[config.mk]
export PLATFORM = sky130hd
export DESIGN_NAME = router_fsm
export DESIGN_NICKNAME = d
export VERILOG_FILES = /design/src/rtl/router_pkg.sv /design/src/rtl/router_fsm.sv
export SDC_FILE = /design/constraint.sdc
export NUM_CORES = 1
export LEC_CHECK = 0
export BUFFER_PORTS_ARGS = -buffer_cell sky130_fd_sc_hd__buf_4
export CORE_MARGIN = 10
export CORE_UTILIZATION = 30
export DETAILED_ROUTE_END_ITERATION = 12
export MAX_ROUTING_LAYER = met4
export PLACE_DENSITY_LB_ADDON = 0.12
export SLEW_MARGIN = 10
export SYNTH_ARGS = -nofsm -noshare
export SYNTH_HDL_FRONTEND = slang
export SYNTH_SLANG_ARGS = --single-unit
[constraint.sdc]
create_clock -name clock -period 2.4 [get_ports clock]
set_input_delay 0.36 -clock clock [delete_from_list [all_inputs] [get_ports clock]]
set_output_delay 0.36 -clock clock [all_outputs]
set_load 0.02 [all_outputs]
[src/rtl/router_pkg.sv]
// Shared definitions for the 1x3 router: FSM state encoding and port addresses.
// Every 3-bit code is a real state, so the binary encoding has no spare codes.
package router_pkg;

   typedef logic [2:0] state_t;

   localparam state_t DECODE_ADDRESS     = 3'd0;
   localparam state_t LOAD_FIRST_DATA    = 3'd1;
   localparam state_t LOAD_DATA          = 3'd2;
   localparam state_t LOAD_PARITY        = 3'd3;
   localparam state_t CHECK_PARITY_ERROR = 3'd4;
   localparam state_t FIFO_FULL_STATE    = 3'd5;
   localparam state_t LOAD_AFTER_FULL    = 3'd6;
   localparam state_t WAIT_TILL_EMPTY    = 3'd7;

   // Destination addresses carried in the low two bits of the header byte.
   // The fourth code, 3, is invalid and is never routed.
   localparam logic [1:0] ADDR0 = 2'd0;
   localparam logic [1:0] ADDR1 = 2'd1;
   localparam logic [1:0] ADDR2 = 2'd2;

endpackage

[src/rtl/router_fsm.sv]
// Control FSM of the 1x3 packet router: address decode, drain wait, header/payload/parity
// sequencing and FIFO-full back-pressure, with Moore one-hot strobes for the datapath.
module router_fsm
   import router_pkg::*;
(
   input  logic       clock,
   input  logic       resetn,
   input  logic       pkt_valid,
   input  logic [1:0] data_in,
   input  logic       parity_done,
   input  logic       low_pkt_valid,
   input  logic       fifo_full,
   input  logic       fifo_empty_0,
   input  logic       fifo_empty_1,
   input  logic       fifo_empty_2,
   input  logic       soft_reset_0,
   input  logic       soft_reset_1,
   input  logic       soft_reset_2,
   output logic       detect_add,
   output logic       lfd_state,
   output logic       ld_state,
   output logic       laf_state,
   output logic       full_state,
   output logic       write_enb_reg,
   output logic       rst_int_reg,
   output logic       busy
);

   state_t     state;
   state_t     state_next;
   logic [1:0] addr_q;
   logic       empty_in;
   logic       empty_addr;
   logic       soft_hit;

   always_ff @(posedge clock or negedge resetn) begin
      if (!resetn) begin
         state <= DECODE_ADDRESS;
      end else begin
         state <= state_next;
      end
   end

   // The address is captured every cycle while decoding, so it already holds
   // the header's address on the edge that leaves DECODE_ADDRESS.
   always_ff @(posedge clock or negedge resetn) begin
      if (!resetn) begin
         addr_q <= ADDR0;
      end else if (state == DECODE_ADDRESS) begin
         addr_q <= data_in;
      end
   end

   always_comb begin
      empty_in = 1'b0;
      case (data_in)
         ADDR0:   empty_in = fifo_empty_0;
         ADDR1:   empty_in = fifo_empty_1;
         ADDR2:   empty_in = fifo_empty_2;
         default: empty_in = 1'b0;
      endcase
   end

   always_comb begin
      empty_addr = 1'b0;
      soft_hit   = 1'b0;
      case (addr_q)
         ADDR0: begin
            empty_addr = fifo_empty_0;
            soft_hit   = soft_reset_0;
         end
         ADDR1: begin
            empty_addr = fifo_empty_1;
            soft_hit   = soft_reset_1;
         end
         ADDR2: begin
            empty_addr = fifo_empty_2;
            soft_hit   = soft_reset_2;
         end
         default: begin
            empty_addr = 1'b0;
            soft_hit   = 1'b0;
         end
      endcase
   end

   always_comb begin
      state_next = DECODE_ADDRESS;
      case (state)
         DECODE_ADDRESS: begin
            if (pkt_valid && (data_in != 2'd3)) begin
               state_next = empty_in ? LOAD_FIRST_DATA : WAIT_TILL_EMPTY;
            end else begin
               state_next = DECODE_ADDRESS;
            end
         end
         WAIT_TILL_EMPTY:    state_next = empty_addr ? LOAD_FIRST_DATA : WAIT_TILL_EMPTY;
         LOAD_FIRST_DATA:    state_next = LOAD_DATA;
         LOAD_DATA: begin
            if (fifo_full) begin
               state_next = FIFO_FULL_STATE;
            end else if (!pkt_valid) begin
               state_next = LOAD_PARITY;
            end else begin
               state_next = LOAD_DATA;
            end
         end
         FIFO_FULL_STATE:    state_next = fifo_full ? FIFO_FULL_STATE : LOAD_AFTER_FULL;
         LOAD_AFTER_FULL: begin
            if (parity_done) begin
               state_next = DECODE_ADDRESS;
            end else if (low_pkt_valid) begin
               state_next = LOAD_PARITY;
            end else begin
               state_next = LOAD_DATA;
            end
         end
         LOAD_PARITY:        state_next = CHECK_PARITY_ERROR;
         CHECK_PARITY_ERROR: state_next = fifo_full ? FIFO_FULL_STATE : DECODE_ADDRESS;
         default:            state_next = DECODE_ADDRESS;
      endcase
      // A read timeout on the selected port abandons the packet.
      if (soft_hit && (state != DECODE_ADDRESS)) begin
         state_next = DECODE_ADDRESS;
      end
   end

   assign detect_add    = (state == DECODE_ADDRESS);
   assign lfd_state     = (state == LOAD_FIRST_DATA);
   assign ld_state      = (state == LOAD_DATA);
   assign laf_state     = (state == LOAD_AFTER_FULL);
   assign full_state    = (state == FIFO_FULL_STATE);
   assign write_enb_reg = (state == LOAD_DATA) || (state == LOAD_PARITY) ||
                          (state == LOAD_AFTER_FULL);
   assign rst_int_reg   = (state == CHECK_PARITY_ERROR);
   assign busy          = !((state == DECODE_ADDRESS) || (state == LOAD_DATA));

endmodule

==> results.md <==
* Outcome: completed
* Die H at roughly 58 um
* M1 WL at 646 um
* Mapped cell area at between 400 and 500 um2
* DR WL/cell at roughly 14 um
* Avg Inst Size Synth at around 8.4 um2
* Max Used Layer: met4
* Crit share post-route at between 70% and 80%
* Grt ovf at 0
* Routed Antenna Nets at 0
* Worst path cell trace: or3_4 -> clkinv_2 -> buf_4
* Syn_nets at 66
* Max transition margin at between 70 and 80%
* Crit Path Max Fanout at 8
* Area share of the largest cell type after synthesis at between 20% and 30%
* GPL Wtd Cong at about 0.82
* Layout fillers at between 100 and 150
* Maximum VDD drop at ~0.50 mV
* Hold WS at slightly below 400 ps
* 1st-iter DRT viols at 8
* Worst-Margin Slew at ~300 ps
* Synth Area in XOR/XNOR at 0%
* Most used DFF post-synth: dfrtp_1
* Synth area leader: dfrtp_1
* Share of cells above drive strength 1 at between 40 and 50%
* Register area share after synthesis at about 28%
* Setup violators final at 0
* Clk_lat worst skew at 240 ps
* Initial core utilization at 32.9%
* Ys async rst share at 100%
* Largest net degree at the start of global routing at 12
* Detailed Routing Iterations Pass 1 at 4
* Clock root cell: clkbuf_4
* Vias in the first global route at between 500 and 600
* Critical path class: reg2out
* Synth unique cells at 25
* FF/Latch Area at about 130 um2
* Hold Path Class: in2reg
* Post-synth EDFFs at 0
* Site row count at 13
* P&R area growth vs syn at 43.3%
* TritonCTS buffer count at 3
* Cell count after synthesis at 52
* Max-slew violations at 0
* Detailed Place HPWL at about 1000 um
* Synth Warn # at 0
* IO Count at 22
* Internal power at approximately 430 uW
* H-tree depth at 1
* Clk buf depth at 2
* Largest family of logic cells by synthesized area: simple AND/OR/NAND/NOR gates
* Initial antenna violation count at 0
* Post-route minimum period at between 1500 and 2000 ps
* CP arrival at 1340 ps
* Area of the multi-input gates at 275 um2
* Critical Path Sink Type: primary output
* IO Port Bufs at 21
* Combinational Power Share at 60.7%
* Slowest stage delay, CP at 460 ps
* Synth top area cells: dfrtp_1, mux2i_1, nor2_1, mux2_2, a21oi_1
* Metal3 WL at roughly 83 um
* Nature of the critical path startpoint: register
* CTS Sinks at 5
* CP max stage cell: dfrtp_1
* Post-synth top cells: nor2_1, dfrtp_1, mux2i_1, nand2_1
* Via density at approximately 5.1
* CTS tree: yes
* Final nets at 90
* Static leakage at 0.000305 uW
* R2R depth at 5
* Synth Area in Simple Gates at between 20 and 25%
* Most common cell in the netlist: nor2_1
* Worst Hold Depth at 2
* P per Cell Area at approximately 1200 nW/um2
* Die X at around 58 um
* Vias at 461
* R2R Path Start: state[1]$_DFF_PN0_
* Clk_skew at approximately 5.4 ps
* DRC violations left at 0
* Fmax at roughly 590 MHz
* WP buf/inv at 2
* Synth Register Bits at 5
* Core Box Area at roughly 1300 um2
* Reg clk slew, reported paths at roughly 40 ps
* Die Area at between 3000 and 4000 um2
* Setup TNS at 0 ps
* Worst path top cell family by delay: flip-flops
* Reg2Reg Setup Slack at ~850 ps
* RSZ-0062 raised after global routing: no
* Synth Area in Compound Gates at 21.4%
* WP data required at a little over 2000 ps
* Global-route wire length before repair at just over 2000 um
* P_sw at 355 uW
* Min-delay src: data_in[0]
* Max cap viols at 0
* Total power at ~780 uW
* Global Route Usage Sum at between 7 and 8%
* Power share of the sequential group at 26.7%
* Clock power share at between 10% and 20%
* Mux cell area share after synthesis at about 14%
* Final hold violations at 0
* Adder-Cell Fraction of Synth Area at under 10%
* WHS Endpoint: addr_q[0]$_DFFE_PN0P_
* Postcts setup bufs at 0
* Met2 wire length at between 500 and 600 um
* DRT Wirelength at between 1000 and 1500 um
* FF-to-FF End: state[0]$_DFF_PN0_
* Ant diodes at 0
* Switching share of power at between 40% and 50%
-- sequential cells by signal, indices dropped and copies added (netlist names) --
register and cells:
state 3, addr_q 2
-- logic make-up after synthesis --
family | Yosys count
muxes | 6
adders and majority gates | 1
and+or+nand+nor | 20
AOI/OAI and AO/OA | 13
buffers and inverters | 7
DFF | 5
-- layout by cell type, fill, tap and decap left out, drive strengths merged, types with 3 or more instances in the layout --
cell	netlist	routed
clkbuf	1	4
o21ai	3	3
nand2	4	4
nor2	7	7
buf	2	21
a21oi	3	3
mux2i	4	4
inv	3	3
dfrtp	5	5
-- how the worst max path moves through the flow --
stage / startpoint / end / cells past startpoint
final: state[1]$_DFF_PN0_ / detect_add / 3
after global routing: state[0]$_DFF_PN0_ / ld_state / 3
after CTS: state[0]$_DFF_PN0_ / detect_add / 3
after detailed placement: state[1]$_DFF_PN0_ / state[0]$_DFF_PN0_ / 5
after global placement: state[1]$_DFF_PN0_ / state[0]$_DFF_PN0_ / 5
after floorplan: state[2]$_DFF_PN0_ / ld_state / 3
-- area by class of cell --
type	instances	share of cell area [%]
clock buffer	4	4.17
inverter	4	2.58
multi-input combinational	40	43.7
sequential	5	19.9
tap	15	2.98
timing repair buffer	22	26.6
-- metrics by stage --
stage	util, %	instance area [um2]	cells	worst slack, ps
2_1_floorplan	-	439	52	837
3_3_place_gp	44.5	593	85	859
3_5_place_dp	44.5	593	85	867
4_1_cts	47.2	629	90	679
5_1_grt	47.2	629	90	631
6_report	47.2	629	90	700
-- power by group through the flow --
| stage | logic (uW) | registers, uW | clock network (uW) |
|---|---|---|---|
| floorplan | 395 | 154 | 0 |
| global placement | 478 | 211 | 0 |
| detailed placement | 477 | 212 | 0 |
| CTS | 484 | 211 | 104 |
| global route | 524 | 220 | 106 |
| finish | 476 | 209 | 98.7 |
-- metal layers --
layer	GRT usage [%]	vias up
li1	-	230
met1	9.42	210
met2	10.5	19
met3	3.05	2
met4	6.04	0
met5	-	-
-- what timing repair did --
action | in CTS | in global routing
endpoints found under the hold margin | 5 | 0
resized for setup | 0 | 0
hold buffers | 1 | 0
Power figures use the tool's default switching activity.
